$ cat src/rtl/reciprocal_divider_arbiter_pkg.sv
// Shared types for the reciprocal divider arbiter: fixed-point format and FSM state encoding.
package reciprocal_divider_arbiter_pkg;

    localparam int unsigned FIXED_W = 32;
    localparam int unsigned FRAC_W  = 16;

    typedef logic signed [FIXED_W-1:0] fixed;

    typedef enum logic [1:0] {
        IDLE,
        ISSUE,
        WAIT,
        RESPOND
    } arb_state_t;

endpackage

$ cat src/rtl/reciprocal_divider_arbiter_round_robin.sv
// Combinational round-robin picker: first asserted request at or above ptr, wrapping.
module round_robin_arbiter #(
    parameter int unsigned N     = 4,
    parameter int unsigned IDX_W = $clog2(N)
) (
    input  logic [N-1:0]     req,
    input  logic [IDX_W-1:0] ptr,
    output logic [N-1:0]     grant_onehot,
    output logic [IDX_W-1:0] grant_idx,
    output logic             any
);

    int unsigned      cand;
    logic [IDX_W-1:0] idx;

    always_comb begin
        grant_onehot = '0;
        grant_idx    = '0;
        any          = 1'b0;
        cand         = 0;
        idx          = '0;
        for (int unsigned off = 0; off < N; off++) begin
            if (!any) begin
                // Wrap by subtraction so non-power-of-two N needs no modulo.
                cand = 32'(ptr) + off;
                if (cand >= N) begin
                    cand = cand - N;
                end
                idx = IDX_W'(cand);
                if (req[idx]) begin
                    any               = 1'b1;
                    grant_onehot[idx] = 1'b1;
                    grant_idx         = idx;
                end
            end
        end
    end

endmodule

$ cat src/rtl/reciprocal_divider_arbiter.sv
// Shares one reciprocal divider among NUM_REQUESTERS lanes, one division in flight.
// Optional one-entry result cache: define RECIP_DIVIDER_ARBITER_CACHE_EN.
module reciprocal_divider_arbiter
    import reciprocal_divider_arbiter_pkg::*;
#(
    parameter int unsigned NUM_REQUESTERS = 4,
    parameter int unsigned IDX_W          = $clog2(NUM_REQUESTERS)
) (
    input  logic                            clk,
    input  logic                            rst,
    input  logic [NUM_REQUESTERS-1:0]       req_s_valid,
    output logic [NUM_REQUESTERS-1:0]       req_s_ready,
    input  fixed [NUM_REQUESTERS-1:0]       req_s_data,
    output logic [NUM_REQUESTERS-1:0]       resp_m_valid,
    input  logic [NUM_REQUESTERS-1:0]       resp_m_ready,
    output fixed                            resp_m_data,
    output logic                            div_s_valid,
    input  logic                            div_s_ready,
    output fixed                            div_s_data,
    input  logic                            div_m_valid,
    output logic                            div_m_ready,
    input  fixed                            div_m_data
);

    arb_state_t       state;
    logic [IDX_W-1:0] rr_ptr;
    logic [IDX_W-1:0] grant_r;
    fixed             divisor_r;
    fixed             result_r;

    logic [NUM_REQUESTERS-1:0] pick_onehot;
    logic [IDX_W-1:0]          pick_idx;
    logic                      pick_any;
    logic [IDX_W-1:0]          next_ptr;
    fixed                      pick_data;

`ifdef RECIP_DIVIDER_ARBITER_CACHE_EN
    logic cache_valid;
    fixed cache_divisor;
    fixed cache_result;
`endif

    round_robin_arbiter #(
        .N(NUM_REQUESTERS)
    ) u_rr (
        .req          (req_s_valid),
        .ptr          (rr_ptr),
        .grant_onehot (pick_onehot),
        .grant_idx    (pick_idx),
        .any          (pick_any)
    );

    assign pick_data = req_s_data[pick_idx];
    assign next_ptr  = (pick_idx == IDX_W'(NUM_REQUESTERS - 1)) ? '0 : pick_idx + 1'b1;

    assign req_s_ready = (state == IDLE) ? pick_onehot : '0;
    assign div_s_valid = (state == ISSUE);
    assign div_s_data  = divisor_r;
    assign div_m_ready = (state == WAIT);
    assign resp_m_data = result_r;

    always_comb begin
        resp_m_valid = '0;
        if (state == RESPOND) begin
            resp_m_valid[grant_r] = 1'b1;
        end
    end

    always_ff @(posedge clk) begin
        if (rst) begin
            state     <= IDLE;
            rr_ptr    <= '0;
            grant_r   <= '0;
            divisor_r <= '0;
            result_r  <= '0;
`ifdef RECIP_DIVIDER_ARBITER_CACHE_EN
            cache_valid   <= 1'b0;
            cache_divisor <= '0;
            cache_result  <= '0;
`endif
        end else begin
            case (state)
                IDLE: begin
                    if (pick_any) begin
                        grant_r   <= pick_idx;
                        divisor_r <= pick_data;
                        rr_ptr    <= next_ptr;
`ifdef RECIP_DIVIDER_ARBITER_CACHE_EN
                        // A repeat of the last divisor skips the divider entirely.
                        if (cache_valid && (cache_divisor == pick_data)) begin
                            result_r <= cache_result;
                            state    <= RESPOND;
                        end else begin
                            state <= ISSUE;
                        end
`else
                        state <= ISSUE;
`endif
                    end
                end
                ISSUE: begin
                    if (div_s_ready) begin
                        state <= WAIT;
                    end
                end
                WAIT: begin
                    if (div_m_valid) begin
                        result_r <= div_m_data;
                        state    <= RESPOND;
`ifdef RECIP_DIVIDER_ARBITER_CACHE_EN
                        cache_valid   <= 1'b1;
                        cache_divisor <= divisor_r;
                        cache_result  <= div_m_data;
`endif
                    end
                end
                RESPOND: begin
                    if (resp_m_ready[grant_r]) begin
                        state <= IDLE;
                    end
                end
                default: state <= IDLE;
            endcase
        end
    end

endmodule

$ cat config.mk
export PLATFORM = sky130hd
export DESIGN_NAME = reciprocal_divider_arbiter
export DESIGN_NICKNAME = d
export VERILOG_FILES = /design/src/rtl/reciprocal_divider_arbiter_pkg.sv /design/src/rtl/reciprocal_divider_arbiter_round_robin.sv /design/src/rtl/reciprocal_divider_arbiter.sv
export SDC_FILE = /design/constraint.sdc
export NUM_CORES = 1
export LEC_CHECK = 0
export ABC_CLOCK_PERIOD_IN_PS = 2900
export CAP_MARGIN = 20
export CORE_MARGIN = 2
export CORE_UTILIZATION = 34
export CTS_CLUSTER_DIAMETER = 120
export DETAILED_ROUTE_END_ITERATION = 6
export PLACE_DENSITY = 0.78
export SLEW_MARGIN = 20
export SYNTH_ARGS = -nofsm -noshare
export SYNTH_HDL_FRONTEND = slang
export SYNTH_SLANG_ARGS = --single-unit
$ cat constraint.sdc
create_clock -name clk -period 2.9 [get_ports clk]
set_input_delay 0.58 -clock clk [delete_from_list [all_inputs] [get_ports clk]]
set_output_delay 0.58 -clock clk [all_outputs]
set_load 0.01 [all_outputs]
-- Yosys cells after proc, flatten, opt, wreduce, memory -nomap -nowiden
Cells that the tools add are included.
Widths: inputs -> output; s select.
- register bits after elaboration: 70
- output and inout port bits: 74
- equal/unequal tests: 8
- magnitude comparators: 15
- bitwise logic cells: 3
- reduce and logical (&&, ||, !) cells: 9
- add/sub/neg operators: 8
- mux-type cells: 58
- operator list (kind ; number):
    $bmux 32 s2 ; 1
    $mux 2 ; 19
    $mux 4 ; 9
    $mux 32 ; 1
    $lt 2x3->1 const B ; 6
    $mux 1 ; 17
    $or 4x4->4 ; 3
    $bmux 1 s2 ; 5
    $demux 1 s2 ; 5
    $ge 2x1->1 const B ; 5
    $ge 3x3->1 const B ; 3
    $pmux 2 s4 ; 1
    $sub 2x1->2 const B ; 4
    $add 2x2->3 const B ; 2
    $eq 2x2->1 const B ; 3
    $logic_and 1x1->1 ; 5
    $ne 2x1->1 const B ; 2
    $ne 2x2->1 const B ; 2
    $reduce_and 2->1 ; 2
    $reduce_and 4->1 ; 1
    $add 2x1->3 const B ; 1
    $ge 2x3->1 const B ; 1
    $add 2x1->2 const B ; 1
    $eq 2x1->1 const B ; 1
    $logic_not 2->1 ; 1

-- Logic depth before layout (Yosys ltp)
Gate-level depths: netlist (run 1).
- depth after elaboration: 24
- depth in mapped cells: 12
- depth with buffers taken out: 7

-- Modules after synthesis
Synthesis (run 1) repeated with hierarchy kept, for this count alone.
- cell total of the unflattened synthesis: 454
- area, all modules: 4011.3 um^2
- by module, submodules not included (module ; instances ; area an instance (um^2) ; cells an instance ; seq. area each (um^2)):
    reciprocal_divider_arbiter ; 1 ; 3454.6 ; 378 ; 1401.3
    round_robin_arbiter ; 1 ; 556.8 ; 76 ; 0.0

-- Worst setup path before layout (run 1)
Ideal clock, no wire load.
- kind: register to output
- start point: reg rr_ptr[0]
- end point: out req_s_ready[2]
- buffers on the path: 3
- path slack: -180 ps
- stages on the path, launching flop included: 11
- data arrival time: 2500 ps
- path through: dfxtp_1 -> buf_2 -> buf_6 -> inv_1 -> ha_1 -> buf_6 -> mux4_2 -> nor2b_4 -> a221o_2 -> o21ai_0 -> a21boi_0
- word-level cells in the longest chain between the ends: 18
- elaborated cells on any way between the ends: 62
- those cells by class: add/sub (7); order compare (12); mux (36); bitwise (3); reduce/logical (4)
- RTL lines (element ; RTL line ; RTL):
    start: declaration ; reciprocal_divider_arbiter.sv:26 ; logic [IDX_W-1:0] rr_ptr;
    start signal: assignment ; reciprocal_divider_arbiter.sv:87 ; rr_ptr <= next_ptr;
    $add 2x1->3 ; reciprocal_divider_arbiter_round_robin.sv:25 ; cand = 32'(ptr) + off;
    $ge 3x3->1 / $sub 2x1->2 (equally long branches) ; reciprocal_divider_arbiter_round_robin.sv:26, reciprocal_divider_arbiter_round_robin.sv:27 ;
    $mux 2 ; reciprocal_divider_arbiter_round_robin.sv:26 ; if (cand >= N) begin
    $mux 2 ; reciprocal_divider_arbiter_round_robin.sv:23 ; if (!any) begin
    $lt 2x3->1 (implied by the code) / $ge 2x1->1 (equally long branches) ; reciprocal_divider_arbiter_round_robin.sv:32 ; grant_onehot[idx] = 1'b1;
    $logic_and 1x1->1 (implied by the code) ; reciprocal_divider_arbiter_round_robin.sv:32 ;
    $mux 1 (implied by the code) ; reciprocal_divider_arbiter_round_robin.sv:32 ;
    $demux 1 s2 ; - ;
    (+2 left out) ; - ;
    $mux 4 ; reciprocal_divider_arbiter_round_robin.sv:23 ;
    $or 4x4->4 (no line) ; - ;
    $mux 4 ; reciprocal_divider_arbiter_round_robin.sv:30 ; if (req[idx]) begin
    $mux 4 ; reciprocal_divider_arbiter_round_robin.sv:23 ;
    $or 4x4->4 (no line) ; - ;
    $mux 4 ; reciprocal_divider_arbiter_round_robin.sv:30 ;
    $mux 4 * ; reciprocal_divider_arbiter_round_robin.sv:23 ;
    $mux 4 * ; reciprocal_divider_arbiter.sv:56 ; assign req_s_ready = (state == IDLE) ? pick_onehot : '0;
    end: declaration ; reciprocal_divider_arbiter.sv:12 ; output logic [NUM_REQUESTERS-1:0] req_s_ready,
Mark *: on every way between the ends. The rest lies on a longest branch, timed or not. The select of a mux whose other input is x is not followed.

-- Worst setup path after layout (run 1)
- start point: reg rr_ptr[0]
- end point: out req_s_ready[0]
Same word-level chain as after synthesis.

==> metrics, run 1 <==
H-tree lvl count=3; Hold Buf Count CTS=0; Antenna Nets Post-Route=0; detailed-route vias per instance=5.13; reg2reg path depth=10; input/output buffers=245; RR Endpoint=div_s_data[23]$_SDFFE_PP0P_; Post-layout nets=873; Arr. time, crit path=2360 ps; Worst VDD drop=0.000545 V; Max Cap Violations=0; Cell Area, Synth=4000 um2; Critical Path RT=2320 ps; Crit. End Element=output port; Die W=113 um; Mapped Nets=608; Post-Layout Cell Count=838; Clock Pin Slew Worst Setup and Hold Paths=60 ps; Worst-Margin Slew=399 ps; initial antenna violation count=0; Cell variety after synth=50; CP startpoint kind=flip-flop; Final Worst Setup Slack=-42.4 ps; switching share of total power=0.369; FF+latch area=1400 um2; hold path depth=2; final number of max-transition violations=0; syn_area_per_cell=9.42 um2; Seq/Total Area, Yosys=0.350; setup total negative slack=-130 ps; GR Overflow Total=0; Post-Route WL=14.0 mm; number of global-route vias before repair=4,511; GRT Total Usage=0.215; Starting Density=0.349; placed insts=808; Die Ht=113 um; asr flop ratio synth=0; Yosys reg bits=70; ys flop type=dfxtp_1; Net Switching=0.00229 W; largest net degree at the start of global routing=44; Layout area overhead=79.7%; sinks on the clock net=70; worst skew pair latency=330 ps; CTS tree=built; FP Rows=39; Internal=0.00392 W; fmax=340 MHz; Top Ports=246; FF-to-FF Start=rr_ptr[0]$_SDFFE_PP0P_; Seq pwr share=0.213; layout cells sized above 1=0.164; Final Cycle Share=1.01; clk root buf=clkbuf_16; Hold Path Class=reg -> reg; Worst R2R Setup Slack=270 ps; # DRC=0; CP delay by family, top=multiplexers; CP peak stage delay=580 ps; final-report setup violation count=4; die area=12,700 um2; most frequent cells in the layout=clkdlybuf4s50_1 (237), nand2_1 (99), mux2i_1 (68), dfxtp_1 (68); Final Hold Vio Count=0; Pleak=2.74 nW; Syn Inst Count=425; TritonCTS Buffers=9; routed wire length per instance=16.7 um; Rel. slew slack=0.727; outcome=finished, violations left; DR iter-0 viols=253; post-DP HPWL=10.7 mm; GP Congestion=0.765; Max FO, Critical Path=4; Logic pwr share=0.591; routed vias=4,299; failing checks=negative setup slack; PwrDens=864 nW/um2; CP Cell Sequence=inv_2, ha_4, mux4_2, nor2b_4, buf_6, a221o_1, o21ai_2, a21boi_2, buf_2; Layout fillers=959; Buf/Inv on CP=3; Period minus WS final=2940 ps; global-route wire length before repair=22.1 mm; Core Footprint=11,500 um2; number of synthesized flops with an enable pin=0; Hold Path Origin=resp_m_data[28]$_SDFFE_PP0P_; clock network power share=0.195; WHS Endpoint=resp_m_data[28]$_SDFFE_PP0P_; n_diodes=0; clk buf depth=2; WS Path Type=reg -> out; CP max-delay cell=mux4_2; commonest non-fill, non-tap cell in the layout=clkdlybuf4s50_1; Ys Warns=0; RSZ-0062 raised after global routing=yes; multi-input logic area=2390 um2; Clock Skew=4.64 ps; first-pass iteration count of the detailed router=7
## cells by family after synthesis
kind of cell	after synthesis	synth area share
AND/OR/NAND/NOR	129	0.143
AO/OA/AOI/OAI	98	0.212
multiplexers	72	0.193
flip-flops	70	0.350
buffers and inverters	44	0.0628
adder cells (fa/ha/maj)	11	0.0344
XOR/XNOR	1	0.00562
## registers in the layout (all words and copies together) (netlist names)
| name | flops |
|---|---|
| rr_ptr | 2 |
| resp_m_data | 32 |
| div_s_data | 32 |
| state | 2 |
| grant_r | 2 |
## how the worst max path moves through the flow
stage	cells past startpoint	slack, ps	startpoint	to
2_1_floorplan	10	20	rr_ptr[0]$_SDFFE_PP0P_	req_s_ready[2]
3_3_place_gp	7	-430	req_s_valid[2]	req_s_ready[0]
3_5_place_dp	7	-530	req_s_valid[2]	req_s_ready[1]
4_1_cts	8	-20	rr_ptr[0]$_SDFFE_PP0P_	req_s_ready[0]
5_1_grt	9	-120	rr_ptr[0]$_SDFFE_PP0P_	req_s_ready[0]
6_report	9	-40	rr_ptr[0]$_SDFFE_PP0P_	req_s_ready[0]
## Yosys cell counts (all sizes together), types with 3 or more instances
cell    count  area [um2]
clkbuf     15        67.6
nand2b      3        18.8
mux4        4        90.1
ha         11         138
buf        20         150
o221ai     32         418
inv         9        33.8
o21ai      11        70.1
a221o       5        53.8
nand2      99         372
mux2i      68         681
a21oi      35         179
a211oi      3        27.5
nor2        9        36.3
dfxtp      70        1400
nor2b       3        26.3
a21boi      4        30.0
## layout make-up
cell class              count  area share
clock inverters             7      0.0143
well taps                 143      0.0249
repair buffers            289       0.398
inverters                   9     0.00470
flip-flops and latches     70       0.195
multi-input cells         311       0.332
clock buffers               9      0.0313
## per-layer routing
| layer | part of all wire | track usage |
|---|---|---|
| met5 | 0 | 0 |
| met3 | 0.093 | 0.0837 |
| met4 | 0.016 | 0.0561 |
| met1 | 0.40 | 0.240 |
| met2 | 0.49 | 0.385 |
## power groups by stage
stage	clock network, W	logic (W)	registers [W]
floorplan	0	0.00207	0.00142
global placement	0	0.00331	0.00133
detailed placement	0	0.00341	0.00135
CTS	0.00124	0.00358	0.00133
global route	0.00128	0.00394	0.00135
finish	0.00121	0.00368	0.00133
## worst min-delay path, cell delays in order (launching register included)
cell     delay, ps
dfxtp_1        310
nand2_1         50
a21oi_1         50
## timing repair
action                                  CTS  global route
setup buffers                            11             4
endpoints found under the setup margin    4             4
cloned                                    0             0
pin swaps                                 6             8
gates resized for setup                  34             5
## through the flow
stage	worst slack [ps]	total power, W	utilization	area (um2)	hold WS (ps)
2_1_floorplan	20.2	0.00349	-	4010	481
3_5_place_dp	-532	0.00476	0.587	6730	449
6_report	-42.4	0.00622	0.627	7190	459
4_1_cts	-22.7	0.00615	0.624	7150	461
5_1_grt	-115	0.00657	0.627	7190	474
3_3_place_gp	-429	0.00464	0.587	6730	442
(Power assumes the default switching activity.)
==> run 2, diff against run 1 <==
--- a/config.mk
+++ b/config.mk
@@ -7,11 +7,14 @@
 export LEC_CHECK = 0
 export ABC_CLOCK_PERIOD_IN_PS = 2900
 export CAP_MARGIN = 20
+export CELL_PAD_IN_SITES_DETAIL_PLACEMENT = 1
+export CELL_PAD_IN_SITES_GLOBAL_PLACEMENT = 1
 export CORE_MARGIN = 2
-export CORE_UTILIZATION = 34
+export CORE_UTILIZATION = 24
 export CTS_CLUSTER_DIAMETER = 120
+export CTS_CLUSTER_SIZE = 25
 export DETAILED_ROUTE_END_ITERATION = 6
-export PLACE_DENSITY = 0.78
+export PLACE_DENSITY_LB_ADDON = 0.1
 export SLEW_MARGIN = 20
 export SYNTH_ARGS = -nofsm -noshare
 export SYNTH_HDL_FRONTEND = slang
==> run 2 against run 1 <==
  * The flow still finishes with violations (negative setup slack)
  * Die area up 40%
  * Hold slack worse by 6.4 ps
  * Clock-buffer cell count up 1
  * Largest cell class unchanged
==> metrics, run 2 (synthesis gave the netlist of run 1 again) <==
Worst-Margin Slew=445 ps; Rel. slew slack=0.703; first-pass iteration count of the detailed router=4; Post-Layout Cell Count=915; routed wire length per instance=17.5 um; final-report setup violation count=4; Worst VDD drop=0.000517 V; most frequent cells in the layout=clkdlybuf4s50_1 (237), nand2_1 (99), mux2i_1 (68), dfxtp_1 (68), a21oi_1 (33); Pleak=2.75 nW; Die W=133 um; reg2reg path depth=10; H-tree lvl count=3; CTS tree=built; FP Rows=47; Top Ports=246; detailed-route vias per instance=4.59; Final Worst Setup Slack=-98.9 ps; DR iter-0 viols=66; WHS Endpoint=resp_m_data[11]$_SDFFE_PP0P_; # DRC=0; post-DP HPWL=12.4 mm; Clock Skew=4.93 ps; largest net degree at the start of global routing=40; failing checks=negative setup slack; Post-Place Worst Slack=-566 ps; fmax=333 MHz; initial antenna violation count=0; sinks on the clock net=70; Starting Density=0.243; Core Footprint=16,500 um2; PwrDens=857 nW/um2; layout cells sized above 1=0.164; final number of max-transition violations=0; routed length on met2=7.95 mm; TritonCTS Buffers=9; outcome=finished, violations left; hold path depth=2; n_diodes=0; Pwr Total=0.00627 W; WHS=453 ps; Max FO, Critical Path=5; Hold Buf Count CTS=0; Clock Pin Slew Worst Setup and Hold Paths=60 ps; Layout area overhead=82.7%; top sig layer=met4; GR Overflow Total=0; met3 routed WL=1.33 mm; input/output buffers=245; Final Cycle Share=1.03; CP startpoint kind=flip-flop; Antenna Nets Post-Route=0; commonest non-fill, non-tap cell in the layout=clkdlybuf4s50_1; Crit. End Element=output port; worst skew pair latency=330 ps; placed insts=887; clk buf depth=2; Period minus WS final=3000 ps; Hold Path Class=reg -> reg; Post-layout nets=873; WS Path Type=reg -> out; metal1 wirelength=6.51 mm; GRT Total Usage=0.179; die area=17,700 um2; number of global-route vias before repair=4,458; Worst R2R Setup Slack=200 ps; clk root buf=clkbuf_16; Hold Path Origin=resp_m_data[11]$_SDFFE_PP0P_; Final Hold Vio Count=0; Post-Route WL=16.0 mm; Max Cap Violations=0; GP Congestion=0.843; RR Endpoint=div_s_data[13]$_SDFFE_PP0P_; FF-to-FF Start=rr_ptr[1]$_SDFFE_PP0P_; Die Ht=133 um; routed vias=4,200; global-route wire length before repair=25.0 mm; RSZ-0062 raised after global routing=yes; Arr. time, crit path=2420 ps; Critical Path RT=2320 ps
run 2: cell types whose count changed in the layout (fill, tap and decap cells not counted), sizes merged:
cell,previous run,this run
inv,12,9
clkbuf,9,10
clkinv,1,2
clkinvlp,1,2
run 2: report_power, final:
| group | internal [W] | total (W) | leakage (nW) | switching, W |
|---|---|---|---|---|
| Clock | 0.000774 | 0.00122 | 0.154 | 0.000449 |
| Sequential | 0.00119 | 0.00132 | 0.573 | 0.000128 |
| Combinational | 0.00199 | 0.00373 | 2.02 | 0.00173 |
run 2: what timing repair did:
action | CTS | global route
pin swaps | 5 | 6
setup buffers | 8 | 4
resized for setup | 30 | 4
gates cloned | 0 | 0
endpoints found under the setup margin | 4 | 4
run 2: layer usage:
metal	GRT usage	vias to the layer above
met2	0.315	149
met1	0.207	1982
met3	0.0605	10
li1	-	2059
met5	0	-
met4	0.0496	0
run 2: layout make-up:
type                            count  area (um2)
Fill cell                        1852        9150
Tap cell                          220         275
Sequential cell                    70        1400
Clock buffer                       10         239
Inverter                            9        33.8
Multi-Input combinational cell    311        2390
Clock inverter                      6        85.1
Timing Repair Buffer              289        2890
run 2: worst max-delay path: stages, from the launching register on:
cell	delay (ps)
dfxtp_2	340
inv_2	50
ha_4	270
mux4_2	550
buf_6	150
nor2b_4	150
buf_4	130
a221o_2	130
o21ai_1	60
a21boi_1	110
buf_2	140
run 2: worst max-delay path by stage:
| stage | start | endpoint | slack, ps | depth (start not counted) |
|---|---|---|---|---|
| finish | rr_ptr[1]$_SDFFE_PP0P_ | req_s_ready[3] | -100 | 10 |
| global route | rr_ptr[1]$_SDFFE_PP0P_ | req_s_ready[0] | -180 | 9 |
| CTS | rr_ptr[0]$_SDFFE_PP0P_ | req_s_ready[1] | -40 | 8 |
| detailed placement | req_s_valid[0] | req_s_ready[0] | -570 | 7 |
| global placement | req_s_valid[0] | req_s_ready[0] | -480 | 7 |
| floorplan | rr_ptr[0]$_SDFFE_PP0P_ | req_s_ready[2] | 20 | 10 |
run 2: through the flow:
stage                     TNS, ps  area [um2]  utilization
final                        -225        7320        0.444
after floorplan                 0        4010            -
after global routing         -582        7320        0.444
after global placement      -3800        6890        0.418
after detailed placement    -6630        6890        0.418
after CTS                    -146        7270        0.442
==> run 3, diff against run 2 <==
--- a/config.mk
+++ b/config.mk
@@ -5,15 +5,16 @@
 export SDC_FILE = /design/constraint.sdc
 export NUM_CORES = 1
 export LEC_CHECK = 0
-export ABC_CLOCK_PERIOD_IN_PS = 2900
+export ABC_CLOCK_PERIOD_IN_PS = 3550
 export CAP_MARGIN = 20
 export CELL_PAD_IN_SITES_DETAIL_PLACEMENT = 1
 export CELL_PAD_IN_SITES_GLOBAL_PLACEMENT = 1
 export CORE_MARGIN = 2
-export CORE_UTILIZATION = 24
+export CORE_UTILIZATION = 28
 export CTS_CLUSTER_DIAMETER = 120
 export CTS_CLUSTER_SIZE = 25
 export DETAILED_ROUTE_END_ITERATION = 6
+export GPL_TIMING_DRIVEN = 0
 export PLACE_DENSITY_LB_ADDON = 0.1
 export SLEW_MARGIN = 20
 export SYNTH_ARGS = -nofsm -noshare
==> constraint.sdc (replaced) <==
create_clock -name clk -period 3.55 [get_ports clk]
set_input_delay 0.71 -clock clk [delete_from_list [all_inputs] [get_ports clk]]
set_output_delay 0.71 -clock clk [all_outputs]
set_load 0.01 [all_outputs]
==> run 3 against run 2 <==
  * The flow now finishes without violations
  * Hold slack gained 1.5 ps
  * Non-clock buffer count shrank 4
  * Combinational power is 25% lower
  * Clock skew is 1.1 ps higher
  * Die area is 14% lower
  * Wire length grew 2.3%
  * Global-route usage grew 2.6 points
  * Critical path type unchanged
  * Largest cell class unchanged
==> metrics, run 3 (synthesis gave the netlist of run 1 again) <==
GP Congestion=0.798; Final Util=0.507; DR iter-0 viols=120; Final Hold Vio Count=0; Starting Density=0.287; Worst VDD drop=0.000281 V; GR Overflow Total=0; post-DP HPWL=13.1 mm; H-tree lvl count=3; Pwr Total=0.00494 W; outcome=finished clean; PwrDens=700 nW/um2; FP Rows=43; Worst-Margin Slew=524 ps; Layout fillers=1,581; GRT Total Usage=0.205; clk root buf=clkbuf_16; Hold Buf Count CTS=0; Crit. End Element=output port; Max FO, Critical Path=6; most frequent cells in the layout=clkdlybuf4s50_1 (237), nand2_1 (99), mux2i_1 (68), dfxtp_1 (68), a21oi_1 (33); CP Cell Sequence=buf_8, clkinvlp_4, ha_4, buf_6, mux4_2, buf_6, a221o_2, o21ai_1, a21boi_1, buf_2; Layout area overhead=76.3%; RSZ-0062 raised after global routing=no; input/output buffers=241; routed vias=4,264; Top Ports=246; Critical Path RT=2840 ps; Core Footprint=13,900 um2; number of global-route vias before repair=4,415; final number of max-transition violations=0; layout cells sized above 1=0.137; Antenna Nets Post-Route=0; fmax=291 MHz; global-route wire length before repair=23.8 mm; worst skew pair latency=340 ps; TritonCTS Buffers=9; first-pass iteration count of the detailed router=4; Most Frequent Cell on Critical Path=buf_6; die area=15,300 um2; initial antenna violation count=0; Rel. slew slack=0.648; Die Ht=124 um; CP peak stage delay=540 ps; CP max-delay cell=mux4_2; final-report setup violation count=0; Die W=124 um; Arr. time, crit path=2720 ps; detailed-route vias per instance=4.89; setup total negative slack=0 ps; Pleak=2.63 nW; commonest non-fill, non-tap cell in the layout=clkdlybuf4s50_1; routed wire length per instance=18.8 um; Post-layout nets=869; # DRC=0; Clock Skew=6.00 ps; Period minus WS final=3430 ps; Final Cycle Share=0.967; CP startpoint kind=flip-flop; Post-Route WL=16.4 mm; Hold Path Class=reg -> reg; clk buf depth=2; CTS tree=built; Max Cap Violations=0; Clock Pin Slew Worst Setup and Hold Paths=60 ps; sinks on the clock net=70; WS Path Type=reg -> out; largest net degree at the start of global routing=15
-- run 3: worst max-delay path, delay by kind of cell (launching register included) --
family	cells	cell delay [ps]
AOI/OAI and AO/OA	3	560
adders and majority gates	1	280
buffers and inverters	5	590
DFF	1	410
muxes	1	540
-- run 3: final timing paths --
kind / slack [ps] / start / end / cells past startpoint
worst min-delay path: 450 / resp_m_data[3]$_SDFFE_PP0P_ / resp_m_data[3]$_SDFFE_PP0P_ / 2
worst max-delay path: 120 / rr_ptr[0]$_SDFFE_PP0P_ / req_s_ready[1] / 10
worst max register to register: 810 / rr_ptr[0]$_SDFFE_PP0P_ / div_s_data[15]$_SDFFE_PP0P_ / 10
worst min register to register: 450 / resp_m_data[3]$_SDFFE_PP0P_ / resp_m_data[3]$_SDFFE_PP0P_ / 2
-- run 3: metal layers --
layer / vias to the layer above / part of all wire / track usage
met1: 2032 / 0.39 / 0.224
met3: 15 / 0.090 / 0.0696
met5: - / 0 / 0
met4: 0 / 0.011 / 0.0632
li1: 2057 / - / -
met2: 160 / 0.51 / 0.373
-- run 3: where the power goes --
group,leakage [nW],switching [W],internal (W)
clock network,0.161,0.000388,0.000625
logic,1.89,0.00137,0.00144
registers,0.574,0.000138,0.000978
-- run 3: final cells by class --
cell class / count / area (um2) / area share
Antenna cell: 1 / 2.50 / 0.000354
Buffer: 34 / 216 / 0.0307
Clock buffer: 9 / 225 / 0.0319
Clock inverter: 7 / 104 / 0.0147
Inverter: 9 / 37.5 / 0.00532
Multi-Input combinational cell: 311 / 2370 / 0.336
Sequential cell: 70 / 1410 / 0.199
Tap cell: 180 / 225 / 0.0319
Timing Repair Buffer: 251 / 2470 / 0.350
-- run 3: timing repair --
action,in CTS,in global routing
pin swaps,1,2
gates resized for setup,32,2
setup endpoints to repair,4,4
buffers inserted,9,1
-- run 3: per-stage QoR --
stage | instance area (um2) | instances | worst slack, ps | hold WS, ps
CTS | 7060 | 871 | 42.2 | 458
global route | 7060 | 871 | 21.3 | 477
global placement | 6640 | 846 | -345 | 441
detailed placement | 6640 | 846 | -404 | 446
finish | 7060 | 872 | 117 | 454
floorplan | 4000 | 425 | 340 | 481
